$ cat src/rtl/swt16_pkg.sv
// Shared widths and the byte-load extension helper for the swt16 pipeline.
package swt16_pkg;

    localparam int SWT16_WORD_W  = 16;
    localparam int SWT16_PC_W    = 12;
    localparam int SWT16_INSTR_W = 16;
    localparam int SWT16_IDX_W   = 4;
    localparam int SWT16_CNT_W   = 16;

    // Little-endian byte pick; signed extension takes priority when both flags are set.
    function automatic logic [SWT16_WORD_W-1:0] byte_extend(
        input logic [SWT16_WORD_W-1:0] word,
        input logic                    hi_sel,
        input logic                    sgn,
        input logic                    uns
    );
        logic [7:0] b;
        b = hi_sel ? word[15:8] : word[7:0];
        if (sgn)
            byte_extend = {{8{b[7]}}, b};
        else if (uns)
            byte_extend = {8'h00, b};
        else
            byte_extend = word;
    endfunction

endpackage

$ cat src/rtl/wb_regfile.sv
// Two-read, one-write register file with asynchronous clear of every entry.
module wb_regfile #(
    parameter int W     = 16,
    parameter int IDX_W = 4
) (
    input  logic             clock,
    input  logic             reset,
    input  logic             i_we,
    input  logic [IDX_W-1:0] i_widx,
    input  logic [W-1:0]     i_wdata,
    input  logic [IDX_W-1:0] i_ridx1,
    input  logic [IDX_W-1:0] i_ridx2,
    output logic [W-1:0]     o_rdata1,
    output logic [W-1:0]     o_rdata2
);

    localparam int NREG = 2 ** IDX_W;

    logic [W-1:0] r_regs [NREG];

    always_ff @(posedge clock or posedge reset) begin
        if (reset) begin
            for (int i = 0; i < NREG; i++)
                r_regs[i] <= '0;
        end else if (i_we) begin
            r_regs[i_widx] <= i_wdata;
        end
    end

    assign o_rdata1 = r_regs[i_ridx1];
    assign o_rdata2 = r_regs[i_ridx2];

endmodule

$ cat src/rtl/wb.sv
// swt16 writeback stage: samples mem, extends byte loads, writes the register file
// with a forwarding view of the write, and counts retired instructions.
module wb
    import swt16_pkg::*;
#(
    parameter int IALU_WORD_WIDTH = SWT16_WORD_W,
    parameter int PC_WIDTH        = SWT16_PC_W,
    parameter int PMEM_WORD_WIDTH = SWT16_INSTR_W,
    parameter int REG_IDX_WIDTH   = SWT16_IDX_W,
    parameter int CNT_WIDTH       = SWT16_CNT_W
) (
    input  logic                       clock,
    input  logic                       reset,
    input  logic                       in_act_load_dmem_byte_signed,
    input  logic                       in_act_load_dmem_byte_unsigned,
    input  logic                       in_act_write_res_to_reg,
    input  logic                       in_byte_sel,
    input  logic                       in_cnt_clear,
    input  logic [2:0]                 in_cycle_in_instr,
    input  logic [PMEM_WORD_WIDTH-1:0] in_instr,
    input  logic                       in_instr_is_bubble,
    input  logic [PC_WIDTH-1:0]        in_pc,
    input  logic [IALU_WORD_WIDTH-1:0] in_res,
    input  logic [REG_IDX_WIDTH-1:0]   in_res_reg_idx,
    input  logic [REG_IDX_WIDTH-1:0]   in_rs1_idx,
    input  logic [REG_IDX_WIDTH-1:0]   in_rs2_idx,
    output logic [IALU_WORD_WIDTH-1:0] out_rs1_word,
    output logic [IALU_WORD_WIDTH-1:0] out_rs2_word,
    output logic                       out_wb_en,
    output logic [REG_IDX_WIDTH-1:0]   out_wb_idx,
    output logic [IALU_WORD_WIDTH-1:0] out_wb_word,
    output logic [PMEM_WORD_WIDTH-1:0] out_instr,
    output logic [PC_WIDTH-1:0]        out_pc,
    output logic [CNT_WIDTH-1:0]       out_retired_cnt
);

    logic                       r_sgn;
    logic                       r_uns;
    logic                       r_wr;
    logic                       r_sel;
    logic                       r_bub;
    logic [2:0]                 r_cyc;
    logic [PMEM_WORD_WIDTH-1:0] r_instr;
    logic [PC_WIDTH-1:0]        r_pc;
    logic [IALU_WORD_WIDTH-1:0] r_res;
    logic [REG_IDX_WIDTH-1:0]   r_idx;
    logic [CNT_WIDTH-1:0]       r_cnt;

    logic                       w_wb_en;
    logic [IALU_WORD_WIDTH-1:0] w_wb_word;
    logic [IALU_WORD_WIDTH-1:0] w_rd1;
    logic [IALU_WORD_WIDTH-1:0] w_rd2;

    always_ff @(posedge clock or posedge reset) begin
        if (reset) begin
            r_sgn   <= 1'b0;
            r_uns   <= 1'b0;
            r_wr    <= 1'b0;
            r_sel   <= 1'b0;
            r_bub   <= 1'b0;
            r_cyc   <= '0;
            r_instr <= '0;
            r_pc    <= '0;
            r_res   <= '0;
            r_idx   <= '0;
        end else begin
            r_sgn   <= in_act_load_dmem_byte_signed;
            r_uns   <= in_act_load_dmem_byte_unsigned;
            r_wr    <= in_act_write_res_to_reg;
            r_sel   <= in_byte_sel;
            r_bub   <= in_instr_is_bubble;
            r_cyc   <= in_cycle_in_instr;
            r_instr <= in_instr;
            r_pc    <= in_pc;
            r_res   <= in_res;
            r_idx   <= in_res_reg_idx;
        end
    end

    // Clear has priority over a same-edge retire.
    always_ff @(posedge clock or posedge reset) begin
        if (reset)
            r_cnt <= '0;
        else if (in_cnt_clear)
            r_cnt <= '0;
        else if (!r_bub && r_cyc == 3'd0)
            r_cnt <= r_cnt + CNT_WIDTH'(1);
    end

    assign w_wb_en   = r_wr & ~r_bub;
    assign w_wb_word = byte_extend(r_res, r_sel, r_sgn, r_uns);

    wb_regfile #(
        .W     (IALU_WORD_WIDTH),
        .IDX_W (REG_IDX_WIDTH)
    ) u_regfile (
        .clock    (clock),
        .reset    (reset),
        .i_we     (w_wb_en),
        .i_widx   (r_idx),
        .i_wdata  (w_wb_word),
        .i_ridx1  (in_rs1_idx),
        .i_ridx2  (in_rs2_idx),
        .o_rdata1 (w_rd1),
        .o_rdata2 (w_rd2)
    );

    // Write-before-read: a reader of the register being written sees the new value now.
    assign out_rs1_word = (w_wb_en && in_rs1_idx == r_idx) ? w_wb_word : w_rd1;
    assign out_rs2_word = (w_wb_en && in_rs2_idx == r_idx) ? w_wb_word : w_rd2;

    assign out_wb_en       = w_wb_en;
    assign out_wb_idx      = r_idx;
    assign out_wb_word     = w_wb_word;
    assign out_instr       = r_instr;
    assign out_pc          = r_pc;
    assign out_retired_cnt = r_cnt;

endmodule
$ cat config.mk
export PLATFORM = sky130hd
export DESIGN_NAME = wb
export DESIGN_NICKNAME = d
export VERILOG_FILES = /design/src/rtl/swt16_pkg.sv /design/src/rtl/wb_regfile.sv /design/src/rtl/wb.sv
export SDC_FILE = /design/constraint.sdc
export NUM_CORES = 1
export LEC_CHECK = 0
export CAP_MARGIN = 10
export CORE_MARGIN = 5
export CORE_UTILIZATION = 53
export CTS_BUF_LIST = sky130_fd_sc_hd__clkbuf_2
export DETAILED_ROUTE_END_ITERATION = 12
export GPL_TIMING_DRIVEN = 0
export PLACE_DENSITY = 0.87
export SLEW_MARGIN = 20
export SYNTH_ARGS = -nofsm -noshare
export SYNTH_HDL_FRONTEND = slang
export SYNTH_SLANG_ARGS = --single-unit
$ cat constraint.sdc
create_clock -name clock -period 10.3 [get_ports clock]
set_clock_uncertainty 0.05 [all_clocks]
set_input_delay 2.06 -clock clock [delete_from_list [all_inputs] [get_ports clock]]
set_output_delay 2.06 -clock clock [all_outputs]
set_load 0.03 [all_outputs]
; Word-level counts from Yosys, hierarchy flattened
; Index checks and enable logic that the tools add are counted.
; Widths: inputs -> output; s select.
[op_classes]
add_sub_neg = 1
n_eq_ne = 2
n_reduce_logical = 7
order_cmp = 4
n_mux = 16
n_bitwise = 5
[ops]
columns = cell, n
row1 = $bwmux 256, 1
row2 = $mux 16, 11
row3 = $bmux 16 s4, 2
row4 = $demux 16 s4, 1
row5 = $add 16x1->16 const B, 1
row6 = $ge 5x5->1 const B, 3
row7 = $not 4->5, 3
row8 = $eq 4x4->1, 2
row9 = $mux 8, 1
row10 = $lt 5x1->1 const B, 1
row11 = $logic_and 1x1->1, 4
row12 = $logic_not 3->1, 1
row13 = $reduce_bool 2->1, 1
row14 = $and 1x1->1, 1
row15 = $logic_not 1->1, 1
row16 = $not 1->1, 1
[totals]
regBits = 328
elab_cells = 62
output_inout_bits = 97

; Logic depth before layout (Yosys ltp)
; Gate-level depths: netlist of the first run.
[logic_depth]
ltp_word = 6
ltp_mapped = 7
depth_no_buf = 5

; By module
; From an unflattened synthesis of the first run, not the netlist that was laid out.
[hier_totals]
hier_cells = 1065
hier_area_um2 = 16204.3
[by_module_without_submodules]
columns = mod, n_inst, area_per_inst_um2, cells_each, seq_area_each_um2
row1 = wb_regfile, 1, 13316.5, 849, 6406.1
row2 = wb, 1, 2887.8, 216, 1801.7

; Least setup slack after synthesis of the first run
; No wires, ideal clock.
[synth_timing]
kind = input-to-output
start = in in_rs2_idx[0]
end = out out_rs2_word[10]
arrival_ns = 3.859
n_path_buf = 3
path_stages = 7
path_slack_ns = 4.331
path_cell_list = buf_4 buf_4 xor2_1 nor3_1 nand3_1 buf_2 mux2i_1
[synth_via]
elab_chain_len = 5
elab_cells_between_ends = 7
[synth_lines]
columns = element, line
row1 = from (decl), wb.sv:26  ; input logic [REG_IDX_WIDTH-1:0] in_rs2_idx,
row2 = $not 4->5 (not written as such), wb_regfile.sv:31  ; assign o_rdata2 = r_regs[i_ridx2];
row3 = $bmux 16 s4, wb_regfile.sv:31
row4 = $mux 16 (not written as such) (2 in series), wb_regfile.sv:31
row5 = $mux 16 *, wb.sv:110  ; assign out_rs2_word = (w_wb_en && in_rs2_idx == r_idx) ? w_wb_word : w_rd2;
row6 = to (decl), wb.sv:28  ; output logic [IALU_WORD_WIDTH-1:0] out_rs2_word,
; Mark *: on every way between the ends. The rest lies on a longest branch, timed or not. The select of a mux whose other input is x is not followed.

; Worst setup path after layout of the first run
[layout_timing]
start = in in_rs1_idx[3]
end = out out_rs1_word[10]
[layout_via]
elab_chain_len = 5
elab_cells_between_ends = 7
[layout_lines]
columns = element, line
row1 = from (decl), wb.sv:25  ; input logic [REG_IDX_WIDTH-1:0] in_rs1_idx,
row2 = $not 4->5 (not written as such), wb_regfile.sv:30  ; assign o_rdata1 = r_regs[i_ridx1];
row3 = $bmux 16 s4, wb_regfile.sv:30
row4 = $mux 16 (not written as such) (2 in series), wb_regfile.sv:30
row5 = $mux 16 *, wb.sv:109  ; assign out_rs1_word = (w_wb_en && in_rs1_idx == r_idx) ? w_wb_word : w_rd1;
row6 = to (decl), wb.sv:27  ; output logic [IALU_WORD_WIDTH-1:0] out_rs1_word,
; Marked as above.

==> summary.txt, run 1 <==
Worst hold path
  • Hold Startpoint: u_regfile.r_regs[154]
  • Worst Hold Path Cells: 2
  • Hold Path Class: reg2reg

Route
  • Drt total wl: 46.61 mm
  • DR top layer: met4
  • Routed wl met3: 5.821 mm
  • Detailed-route DRC error count: 0
  • WL met2: 22.26 mm
  • Routed len/inst: 23.16 microns
  • DR vias/cell: 6.445
  • Violation count after the first detailed-route iteration: 2157
  • DRT antenna net count: 0
  • DRT Pass-1 Iters: 6
  • Via Count: 12970
  • Sum of routed wire segments on met1: 16.24 mm

CTS
  • Post-CTS Hold Fix Bufs: 0
  • Buffer count from post-CTS setup fixing: 0
  • Inserted Clock Buffers: 81
  • Clock slew at reported path FFs: 0.10 ns
  • CTS tree: yes
  • Max Root-Sink Buffers: 3
  • Total clock sinks: 328
  • PostCTS Resize Cnt: 0
  • Insertion delay to the later sink of the worst-skew pair: 0.87 ns
  • Htree depth: 3
  • CTS root buffer: clkbuf_2

Floorplan
  • Full die area: 32990 sq um
  • Die Width: 181.6 microns
  • Row cnt: 62
  • I/O pin count: 164
  • CORE AREA: 28860 sq um
  • Die height: 181.6 microns
  • Initial Util: 54.09%

Worst setup path
  • Crit path max fanout: 10
  • CP Launch Type: input pin
  • Cells along the critical path: buf_2 > clkbuf_1 > buf_2 > mux4_2 > a221oi_1 > mux2i_1 > clkdlybuf4s50_1
  • Kind of critical path: in2out
  • Worst EP arrival: 5.02 ns
  • Crit-path leading delay family: buffers and inverters
  • Slowest cell delay on critical path: 0.76 ns
  • CP Capture Type: primary output
  • CP max stage cell: clkbuf_1
  • Worst path depth: 7
  • FF-to-FF path depth: 4
  • Worst reg2reg startpoint: r_uns
  • Worst Path Buf+Inv: 4
  • Crit. Startpoint: in_rs1_idx[3]
  • CP most frequent cell: buf_2
  • Worst path required time: 8.19 ns

Power and ir drop
  • P_leak: 8.151 nW
  • Peak supply drop: 0.00009758 V
  • Power density over the cells: 178.8 nW/um^2

STA
  • Final number of setup-violating endpoints: 0
  • Endpoints failing hold: 0
  • FMAX: 140.2 MHz
  • Worst-Margin Slew: 1.230 ns
  • Tmin final: 7.134 ns
  • Tcrit/Tclk final: 69.26%
  • RSZ-0062 raised after global routing: false
  • Max_slew headroom: 15.64%
  • Sum Neg Setup Slack: 0 ns
  • Max Slew Vio Count: 0

GRT
  • Largest net degree at the start of global routing: 36
  • GRT Residual Overflow: 0
  • Initial antenna violation count: 3
  • GRT Overall Usage: 28.32%
  • Number of global-route vias before repair: 13560
  • Global-route wire length before repair: 73.62 mm

Synth
  • Synth Area in Compound Gates: 12.69%
  • Mapped Cells: 1323
  • Post-Synth Adder-Cell Area: 0.08015%
  • Netlist cell types: 39
  • Leading area contributor after synthesis: dfrtp_1
  • Synth async-reset ratio: 100.0%
  • Area contributors post-synth: dfrtp_1, mux4_2, o21ai_0
  • Commonest register cell after synthesis: dfrtp_1
  • EDFF count, synth: 0
  • Register area share after synthesis: 52.58%
  • Cell area after synthesis: 15610 sq um
  • Syn Area/Cell: 11.80 sq um
  • Yosys top cell area share: 52.58%
  • Synth Register Bits: 328
  • Xor/xnor share of the synthesized area: 0.8416%
  • Simple-gate share of the synthesized area: 9.065%
  • Syn nets: 1391
  • Mux cell area share after synthesis: 21.16%
  • Synth Warn #: 0
  • Largest family of logic cells by synthesized area: multiplexers

Cells and area
  • P&R area growth vs syn: 18.92%
  • Layout Nets: 1642
  • Fin util: 64.33%
  • Layout cells sized above 1: 18.28%

Placement
  • Post-detail-place hpwl: 34.90 mm
  • RePlAce Congestion: 0.9612
  • PortBufs: 158

Run
  • Max-cap violations: 0

Status
  • Status: finished clean
[synth_stat cells, types with 2 or more instances]
| master | number |
|---|---|
| and3_1 | 4 |
| o21ai_0 | 196 |
| mux2i_1 | 42 |
| nor2_1 | 77 |
| nand2b_1 | 3 |
| xnor2_1 | 3 |
| nand4b_1 | 4 |
| xor2_1 | 12 |
| nand3_1 | 6 |
| and2_1 | 2 |
| or3_1 | 3 |
| nor2b_1 | 7 |
| or4_1 | 4 |
| nor3_1 | 2 |
| buf_4 | 5 |
| dfrtp_1 | 328 |
| o31ai_1 | 4 |
| mux4_2 | 128 |
| nand2_1 | 199 |
| nand4_1 | 9 |
| a22o_1 | 32 |
| buf_2 | 18 |
| a221oi_1 | 32 |
| clkbuf_1 | 85 |
| a21oi_1 | 80 |
| buf_1 | 7 |
| inv_1 | 19 |
[flip-flops by register name (all words and copies together), names as in the netlist]
name,count
out_wb_idx,4
r_wr,1
r_cyc,3
out_pc,12
out_retired_cnt,16
out_instr,16
r_res,16
r_uns,1
r_sel,1
r_bub,1
u_regfile.r_regs,256
r_sgn,1
[cells by family (layout without fill, tap and decap cells)]
family          count (synthesis)  in the layout
simple gates                  328            328
buf+inv                       136            438
flops                         328            328
compound gates                345            345
other cells                     0              3
fa+ha+maj                       1              1
mux                           170            170
xor+xnor                       15             15
[power breakdown]
group / internal [W] / switching (W)
registers: 0.00149 / 0.000170
clock network: 0.000298 / 0.000528
logic: 0.000399 / 0.000430
total: 0.00219 / 0.00113
[tightest hold or removal path: cells and delay by family (launching register included)]
family           cells  cell delay [ns]
flip-flops           1             0.37
AO/OA/AOI/OAI        1             0.06
AND/OR/NAND/NOR      1             0.05
[path summary, 6_finish.rpt]
| kind | slack [ns] | endpoint |
|---|---|---|
| max in group asynchronous | 7.06 | u_regfile.r_regs[240] |
| max reg2reg | 7.26 | u_regfile.r_regs[81] |
| min in group asynchronous | 1.55 | r_res[3] |
| min reg2reg | 0.46 | u_regfile.r_regs[154] |
| max | 3.17 | out_rs1_word[10] |
| min | 0.46 | u_regfile.r_regs[154] |
[placed cells by master (no fill, tap or decap), types with 6 or more instances in the layout]
cell type          n
buf_2             18
xor2_1            12
buf_12             9
mux2i_1           38
buf_1              7
clkbuf_1          85
a21oi_1           79
clkinv_1          11
inv_1             18
nor2_1            77
a22o_1            32
nand3_1            6
nand4_1            9
dfrtp_1          328
a221oi_1          32
nor2b_1            7
o21ai_0          196
nand2_1          199
mux4_2           128
clkdlybuf4s50_1  158
clkbuf_2         116
[metrics by stage]
step / setup slack, ns / power, W / cell area, sq um / hold slack [ns] / cells
after global routing: 3.041 / 0.003475 / 18560 / 0.4834 / 2010
after floorplan: 3.811 / 0.002178 / 15610 / 0.4109 / 1323
final: 3.166 / 0.003318 / 18560 / 0.4629 / 2012
after global placement: 1.897 / 0.002420 / 17680 / 0.4221 / 1865
after detailed placement: 3.235 / 0.002491 / 17890 / 0.4363 / 1875
after CTS: 3.224 / 0.003301 / 18540 / 0.4609 / 2009
[cell type report]
class	instances	area (sq um)
diodes	3	7.507
plain buffers	116	484.2
clock buffers	116	580.6
clock inverters	18	73.82
fillers	2141	10290
inverters	20	78.83
multi-input cells	859	6862
flip-flops and latches	328	8208
well taps	384	480.5
repair buffers	168	1789
[routing by layer]
metal  global-route usage (%)  vias up
met3                    8.824      213
met1                    35.47     6368
met4                    12.70        0
met2                    45.66      997
li1                         -     5389
met5                        0        -
(Power assumes the default switching activity.)
==> run 2, diff against run 1 <==
Clock period 10.3 ns to 6 ns, I/O delays scaled along.
==> summary.txt, run 2 (synthesis results as in run 1) <==
STA
  • RSZ-0062 raised after global routing: false
  • Endpoints failing hold: 0
  • Max Slew Vio Count: 0
  • FMAX: 181.8 MHz
  • Tcrit/Tclk final: 91.66%
  • Tmin final: 5.500 ns
  • Worst-Margin Slew: 1.158 ns
  • Max_slew headroom: 22.78%
  • Final number of setup-violating endpoints: 0

Cells and area
  • Max reg flops: 256
  • Layout Nets: 1642
  • Layout cells sized above 1: 18.28%
  • Leading cell type in the layout, fill and taps excluded: dfrtp_1
  • Post-route cell area: 18560 sq um
  • P&R area growth vs syn: 18.89%
  • Register area: 8208 sq um
  • Most frequent cells in the layout: dfrtp_1, nand2_1, o21ai_0
  • Finished Layout Cells: 2010
  • Area of the multi-input gates: 6862 sq um
  • Final-layout fill cell count: 2143
  • Most flops, register: u_regfile.r_regs
  • Fin util: 64.31%

Route
  • Routed len/inst: 23.11 microns
  • DRT Pass-1 Iters: 6
  • Detailed-route DRC error count: 0
  • DRT antenna net count: 0
  • DR vias/cell: 6.445
  • Violation count after the first detailed-route iteration: 2155
  • Via Count: 12960
  • Drt total wl: 46.45 mm

CTS
  • Buffer count from post-CTS setup fixing: 0
  • Inserted Clock Buffers: 81
  • PostCTS Resize Cnt: 0
  • Insertion delay to the later sink of the worst-skew pair: 0.84 ns
  • Max Root-Sink Buffers: 3
  • Clock slew at reported path FFs: 0.10 ns
  • CTS tree: yes
  • Htree depth: 3
  • CTS root buffer: clkbuf_2
  • Total clock sinks: 328
  • Post-CTS Hold Fix Bufs: 0

GRT
  • Initial antenna violation count: 3
  • Number of global-route vias before repair: 13560
  • Largest net degree at the start of global routing: 36
  • GRT Residual Overflow: 0
  • Global-route wire length before repair: 73.64 mm
  • GRT Overall Usage: 28.30%

Worst setup path
  • CP most frequent cell: mux2i_1
  • Reg-to-reg endpoint: u_regfile.r_regs[81]
  • Crit path max fanout: 10
  • FF-to-FF setup slack: 3.06 ns
  • CP Launch Type: flip-flop
  • CP Capture Type: primary output
  • Cells along the critical path: o21ai_2 > mux2i_1 > clkbuf_1 > mux2i_1 > clkdlybuf4s50_1
  • Worst reg2reg startpoint: r_uns
  • Worst path required time: 4.75 ns
  • Slowest cell delay on critical path: 0.96 ns
  • Kind of critical path: reg2out
  • Worst EP arrival: 4.25 ns
  • FF-to-FF path depth: 4
  • CP max stage cell: mux2i_1

Floorplan
  • Full die area: 32990 sq um
  • I/O pin count: 164
  • Die height: 181.6 microns
  • Die Width: 181.6 microns
  • Initial Util: 54.09%
  • Row cnt: 62
  • CORE AREA: 28860 sq um

Placement
  • Dpl cells: 1875
  • RePlAce Congestion: 0.9612
  • PortBufs: 158
  • Post-detail-place hpwl: 34.90 mm
  • Post-DP Area: 17890 sq um

Power and ir drop
  • P_leak: 8.151 nW
  • Peak supply drop: 0.0001676 V
  • Power density over the cells: 306.6 nW/um^2

Status
  • Status: finished clean

Worst hold path
  • Hold Startpoint: u_regfile.r_regs[100]
  • Worst Hold Path Cells: 2
  • Hold Path Class: reg2reg
  • Hold Path Sink: u_regfile.r_regs[100]

Run
  • Max-cap violations: 0
[run 2: report_power, final]
group	total, W	internal [W]	leakage (nW)	switching (W)
registers	0.00285	0.00256	4.16	0.000289
clock network	0.00141	0.000511	0.527	0.000901
logic	0.00142	0.000686	3.46	0.000738
[run 2: layout make-up]
cell class	instances	share of cell area, %
Inverter	20	0.4247
Clock inverter	18	0.3978
Buffer	116	2.609
Sequential cell	328	44.23
Tap cell	384	2.589
Multi-Input combinational cell	859	36.97
Timing Repair Buffer	168	9.641
Antenna cell	1	0.01348
Clock buffer	116	3.128
[run 2: critical path, delay by kind of cell (launching register included)]
family                 cells  cell delay [ns]
AO/OA/AOI/OAI              1             0.53
buffers and inverters      2             1.22
multiplexers               2             1.23
flip-flops                 1             0.41
[run 2: worst max-delay path by stage]
| stage | start | end | depth (start not counted) |
|---|---|---|---|
| finish | r_uns | out_rs2_word[2] | 5 |
| global route | r_uns | out_rs1_word[2] | 5 |
| CTS | in_rs1_idx[3] | out_rs1_word[5] | 7 |
| detailed placement | in_rs1_idx[3] | out_rs1_word[10] | 7 |
| global placement | reset | u_regfile.r_regs[102] | 2 |
| floorplan | reset | out_instr[0] | 1 |
[run 2: stage by stage]
stage | hold slack, ns | total power (W) | TNS [ns] | worst slack [ns]
5_1_grt | 0.4834 | 0.005965 | 0 | 0.4059
3_3_place_gp | 0.4221 | 0.004154 | -494.91 | -1.543
6_report | 0.4613 | 0.005689 | 0 | 0.5001
2_1_floorplan | 0.4109 | 0.003739 | 0 | 0.3713
4_1_cts | 0.4609 | 0.005666 | 0 | 0.6442
3_5_place_dp | 0.4363 | 0.004276 | 0 | 0.6555
[run 2: per-layer routing]
layer | part of all wire [%] | GRT usage [%]
met5 | 0.050 | 0
met4 | 4.8 | 12.82
met3 | 13 | 8.824
met2 | 48 | 45.60
met1 | 35 | 35.43
==> run 3, diff against run 2 <==
Settings changed: CELL_PAD_IN_SITES_DETAIL_PLACEMENT set to 2, CELL_PAD_IN_SITES_GLOBAL_PLACEMENT set to 2, CORE_UTILIZATION 53 to 36, PLACE_DENSITY 0.87 to 0.88.
==> summary.txt, run 3 (synthesis results as in run 1) <==
Floorplan
  • Row cnt: 76
  • Full die area: 47630 sq um
  • Die height: 218.2 microns
  • Die Width: 218.2 microns
  • I/O pin count: 164
  • Initial Util: 36.32%
  • CORE AREA: 42980 sq um

Route
  • Drt total wl: 63.45 mm
  • DRT antenna net count: 0
  • DRT Pass-1 Iters: 6
  • Via Count: 13300
  • Detailed-route DRC error count: 0
  • DR vias/cell: 5.948
  • Routed len/inst: 28.38 microns
  • Violation count after the first detailed-route iteration: 1250

GRT
  • GR Util met3: 5.416%
  • GRT Residual Overflow: 0
  • Initial antenna violation count: 1
  • GRT Overall Usage: 26.72%
  • Number of global-route vias before repair: 15260
  • M1 GR Usage: 31.37%
  • Largest net degree at the start of global routing: 34
  • Met2 Usage GRT: 47.31%
  • GR peak layer: met2
  • Global-route wire length before repair: 96.30 mm

STA
  • RSZ-0062 raised after global routing: false
  • Max_slew headroom: 15.73%
  • Sum Neg Setup Slack: 0 ns
  • Worst-Margin Slew: 1.264 ns
  • Tcrit/Tclk final: 95.55%
  • Tmin final: 5.733 ns
  • Final number of setup-violating endpoints: 0
  • Endpoints failing hold: 0
  • FMAX: 174.4 MHz
  • Max Slew Vio Count: 0
  • Final worst slack: 0.2672 ns

CTS
  • Clock slew at reported path FFs: 0.10 ns
  • Max Root-Sink Buffers: 3
  • Total clock sinks: 328
  • CTS root buffer: clkbuf_2
  • Post-CTS Hold Fix Bufs: 0
  • CTS tree: yes
  • Inserted Clock Buffers: 91
  • PostCTS Resize Cnt: 0
  • Buffer count from post-CTS setup fixing: 0
  • Htree depth: 3
  • Insertion delay to the later sink of the worst-skew pair: 1.04 ns

Cells and area
  • Layout cells sized above 1: 19.21%
  • Layout Nets: 1653
  • Fin util: 44.29%
  • Max reg flops: 256
  • P&R area growth vs syn: 21.96%
  • Final-layout fill cell count: 4426
  • Leading cell type in the layout, fill and taps excluded: dfrtp_1
  • Most flops, register: u_regfile.r_regs
  • Register area: 8208 sq um
  • Most frequent cells in the layout: dfrtp_1, nand2_1, o21ai_0
  • Area of the multi-input gates: 6892 sq um

Status
  • Status: finished clean

Worst setup path
  • Worst EP arrival: 4.48 ns
  • CP Capture Type: primary output
  • Crit. Startpoint: in_rs1_idx[3]
  • Worst path required time: 4.75 ns
  • FF-to-FF setup slack: 2.92 ns
  • Crit path max fanout: 10
  • Kind of critical path: in2out
  • Worst reg2reg startpoint: out_wb_idx[0]
  • CP Launch Type: input pin

Placement
  • Post-detail-place hpwl: 47.29 mm
  • PortBufs: 158
  • RePlAce Congestion: 0.8951
  • Pre-CTS WS: 0.3823 ns

Power and ir drop
  • Power density over the cells: 322.5 nW/um^2
  • Peak supply drop: 0.0001214 V
  • P_leak: 8.248 nW

Worst hold path
  • Hold Startpoint: u_regfile.r_regs[221]
  • Hold Path Class: reg2reg

Run
  • Max-cap violations: 0
==> run 3: cell types whose count changed in the layout (fill, tap and decap cells not counted), sizes merged <==
cell,before,now
buf,41,42
clkinv,16,26
clkbuf,201,211
inv,21,22
bufinv,0,3
==> run 3: worst paths after layout <==
kind                                         end  cells past startpoint
setup / recovery                out_rs1_word[12]                      7
hold / removal             u_regfile.r_regs[221]                      2
setup reg to reg           u_regfile.r_regs[248]                      6
hold reg to reg            u_regfile.r_regs[221]                      2
max in group asynchronous  u_regfile.r_regs[149]                      5
min in group asynchronous           out_instr[7]                      2
==> run 3: power breakdown <==
| group | switching (W) | internal, W | leakage [nW] |
|---|---|---|---|
| sequential | 0.000332 | 0.00256 | 4.16 |
| clock | 0.00103 | 0.000694 | 0.624 |
| combinational | 0.000833 | 0.000690 | 3.46 |
| total | 0.00219 | 0.00395 | 8.25 |
==> run 3: layout make-up <==
type / instances / share of cell area [%]
Sequential cell: 328 / 43.11
Multi-Input combinational cell: 859 / 36.20
Timing Repair Buffer: 169 / 9.503
Tap cell: 585 / 3.845
Clock buffer: 126 / 3.312
Buffer: 116 / 2.543
Clock inverter: 32 / 1.058
Inverter: 20 / 0.4140
Antenna cell: 1 / 0.01314
==> run 3: worst max-delay path, stage by stage <==
cell	delay, ns
buf_2	0.26
clkbuf_1	0.89
buf_2	0.47
mux4_2	0.41
a221oi_1	0.39
mux2i_1	0.18
clkdlybuf4s50_1	0.66
==> run 3: per-stage QoR <==
stage               std cells  area [sq um]  hold slack, ns  power [W]
global placement         2066         17930          0.4219   0.004204
floorplan                1323         15610          0.4109   0.003739
finish                   2236         19040          0.4668   0.006139
CTS                      2235         18990          0.3596   0.006156
global route             2236         19040          0.4243   0.006430
detailed placement       2077         18160          0.4460   0.004412
==> run 3: layer usage <==
metal | up-vias | wire length [microns]
met5 | - | 0
met1 | 7040 | 23730
li1 | 5409 | -
met4 | 0 | 2827
met2 | 647 | 32520
met3 | 203 | 4375
==> edit: new RTL, flow settings as in run 2 <==
Add an input register stage for `in_res_reg_idx`; this delays it by one clock. The other inputs are not delayed to match.
--- a/src/rtl/wb.sv
+++ b/src/rtl/wb.sv
@@ -33,6 +33,12 @@
     output logic [PC_WIDTH-1:0]        out_pc,
     output logic [CNT_WIDTH-1:0]       out_retired_cnt
 );
+
+    logic [REG_IDX_WIDTH-1:0] in_res_reg_idx_q;
+
+    always_ff @(posedge clock) begin
+        in_res_reg_idx_q <= in_res_reg_idx;
+    end
 
     logic                       r_sgn;
     logic                       r_uns;
@@ -73,7 +79,7 @@
             r_instr <= in_instr;
             r_pc    <= in_pc;
             r_res   <= in_res;
-            r_idx   <= in_res_reg_idx;
+            r_idx   <= in_res_reg_idx_q;
         end
     end
 
Behaviour: not the same (Yosys sat finds a counterexample within 4 cycles, from zero or initial values and one cycle with reset high).
==> edit against run 2 <==
Worst setup slack got worse by 120 ps; hold slack got worse by 180 ps; synthesized area rose by 0.19%; synthesized cell count rose by 0.60%; clock power rose by 8%; sequential cell count rose by 4; global-route usage fell by 0.67 points; register-to-register slack got worse by 110 ps; routed wire length fell by 1.2%; power rose by 2.6%; via count fell by 0.26%; maximum frequency fell by 2.2%; design area rose by 0.53%; critical endpoint is now out_rs1_word[3]; largest power group unchanged.
==> edit: results (changes against run 2) <==
<table>
<tr><th>Metric</th><th>Value</th></tr>
<tr><th colspan="2">Critical path</th></tr>
<tr><td>Top delay family on crit path</td><td>buffers and inverters</td></tr>
<tr><td>Worst EP arrival</td><td>4370 ps (+120 ps)</td></tr>
<tr><th colspan="2">Power</th></tr>
<tr><td>Maximum ir drop on the vdd rail</td><td>0.152 mV (-9.4%)</td></tr>
<tr><td>Leakage</td><td>8.17 nW (+0.28%)</td></tr>
<tr><th colspan="2">Final layout</th></tr>
<tr><td>Register containing the most flip-flops in the final layout</td><td>u_regfile.r_regs</td></tr>
<tr><td>Filler cells</td><td>2,108 (-1.6%)</td></tr>
<tr><td>Layout cell share with drive strength beyond 1</td><td>0.176 (-0.00644)</td></tr>
<tr><td>Final net count</td><td>1,650 (+0.49%)</td></tr>
<tr><th colspan="2">Logic synthesis</th></tr>
<tr><td>Main area contributors after synthesis</td><td>sky130_fd_sc_hd__dfrtp_1, sky130_fd_sc_hd__mux4_2, sky130_fd_sc_hd__nand2_1</td></tr>
<tr><td>Async set or reset register ratio after synthesis</td><td>0.988 (-0.0120)</td></tr>
<tr><td>Portion of the post-synthesis area used by sequential elements</td><td>0.530 (+0.00411)</td></tr>
<tr><td>Synth unique cells</td><td>35 (-10%)</td></tr>
<tr><td>Commonest cells post-synth</td><td>sky130_fd_sc_hd__dfrtp_1, sky130_fd_sc_hd__nand2_1, sky130_fd_sc_hd__o21ai_0</td></tr>
<tr><td>Post-Synthesis Net Count</td><td>1,399 (+0.58%)</td></tr>
<tr><th colspan="2">Clock tree</th></tr>
<tr><td>Worst-skew pair later-pin latency</td><td>860 ps (+20 ps)</td></tr>
<tr><th colspan="2">Place</th></tr>
<tr><td>RD Place Congestion</td><td>0.946 (-1.6%)</td></tr>
<tr><td>Pre-CTS worst setup slack</td><td>173 ps (-482 ps)</td></tr>
<tr><th colspan="2">Global routing</th></tr>
<tr><td>Antenna violations before repair</td><td>2 (-1)</td></tr>
<tr><td>Maximum number of pins on one net before global-route repair</td><td>39 (+8.3%)</td></tr>
<tr><td>Overall Global Routing Usage</td><td>0.276 (-0.00669)</td></tr>
<tr><td>Via count of the first global-routing pass</td><td>13,300 (-2.1%)</td></tr>
<tr><th colspan="2">Detailed routing</th></tr>
<tr><td>Wirelength, routed</td><td>45,900 µm (-1.2%)</td></tr>
<tr><td>Initial DRC count</td><td>1,869 (-13%)</td></tr>
<tr><td>Avg Vias per Cell</td><td>6.38 (-0.95%)</td></tr>
<tr><th colspan="2">Timing</th></tr>
<tr><td>Relative slew slack</td><td>0.193 (-0.0344)</td></tr>
<tr><th colspan="2">Outcome</th></tr>
<tr><td>Run status</td><td>completed</td></tr>
</table>
## edit: timing repair
| item | CTS | global route |
|---|---|---|
| setup endpoints to repair | 0 | 5 |
| endpoints found under the hold margin | 0 | 0 |
| resized for setup | 0 | 6 |
## edit: worst register-to-register path, delay by kind of cell (launching register included)
kind,cells,cell delay [ps]
mux,1,980
buf+inv,1,560
flops,1,400
compound gates,2,950
## edit: power breakdown
| group | switching (W) | leakage (nW) | internal (W) |
|---|---|---|---|
| Sequential | 0.000293 | 4.20 | 0.00259 |
| Clock | 0.000905 | 0.572 | 0.000618 |
| Combinational | 0.000743 | 3.40 | 0.000687 |
## edit: per-layer routing
metal / up-vias / wire length, µm / track usage / share of wire
met5: - / 13 / 0 / 0.00028
met4: 2 / 2320 / 0.142 / 0.051
met3: 203 / 5300 / 0.0762 / 0.12
met2: 1016 / 22500 / 0.450 / 0.49
met1: 6286 / 15800 / 0.340 / 0.34
li1: 5414 / - / - / -
## edit: per-stage QoR
| step | cell area (µm²) | util | total power, W | cells | setup TNS (ps) |
|---|---|---|---|---|---|
| after floorplan | 15600 | - | 0.00377 | 1331 | 0 |
| after global placement | 17700 | 0.612 | 0.00418 | 1873 | -488500 |
| after detailed placement | 17900 | 0.619 | 0.00431 | 1883 | 0 |
| after CTS | 18600 | 0.645 | 0.00582 | 2023 | 0 |
| after global routing | 18700 | 0.645 | 0.00611 | 2024 | 0 |
| final | 18700 | 0.645 | 0.00584 | 2024 | 0 |
## edit: final cells by class
cell class                      instances  share of cell area
Inverter                               20             0.00422
Tap cell                              384              0.0258
Timing Repair Buffer                  168              0.0959
Clock buffer                          121              0.0325
Sequential cell                       332               0.444
Antenna cell                            1            0.000134
Multi-Input combinational cell        862               0.366
Buffer                                117              0.0247
Clock inverter                         19             0.00697
## edit: kinds of logic (layout without fill, tap and decap cells)
group                      count (synthesis)  count (layout)  synth area share
buffers and inverters                    137             445            0.0341
other                                      0               1                 0
AOI/OAI and AO/OA                        344             344             0.126
xor gates and xnor gates                  16              16           0.00896
muxes                                    169             169             0.211
adders and majority gates                  1               1          0.000800
DFF                                      332             332             0.530
and+or+nand+nor                          332             332            0.0896
## edit: path summary, 6_finish.rpt
path / from / endpoint / slack (ps) / depth (start not counted)
setup / recovery: r_sgn / out_rs1_word[3] / 380 / 5
hold / removal: in_res_reg_idx_q[0] / out_wb_idx[0] / 280 / 0
setup reg to reg: r_sgn / u_regfile.r_regs[81] / 2950 / 4
hold reg to reg: in_res_reg_idx_q[0] / out_wb_idx[0] / 280 / 0
max in group asynchronous: reset / u_regfile.r_regs[11] / 3920 / 6
min in group asynchronous: reset / r_wr / 700 / 2
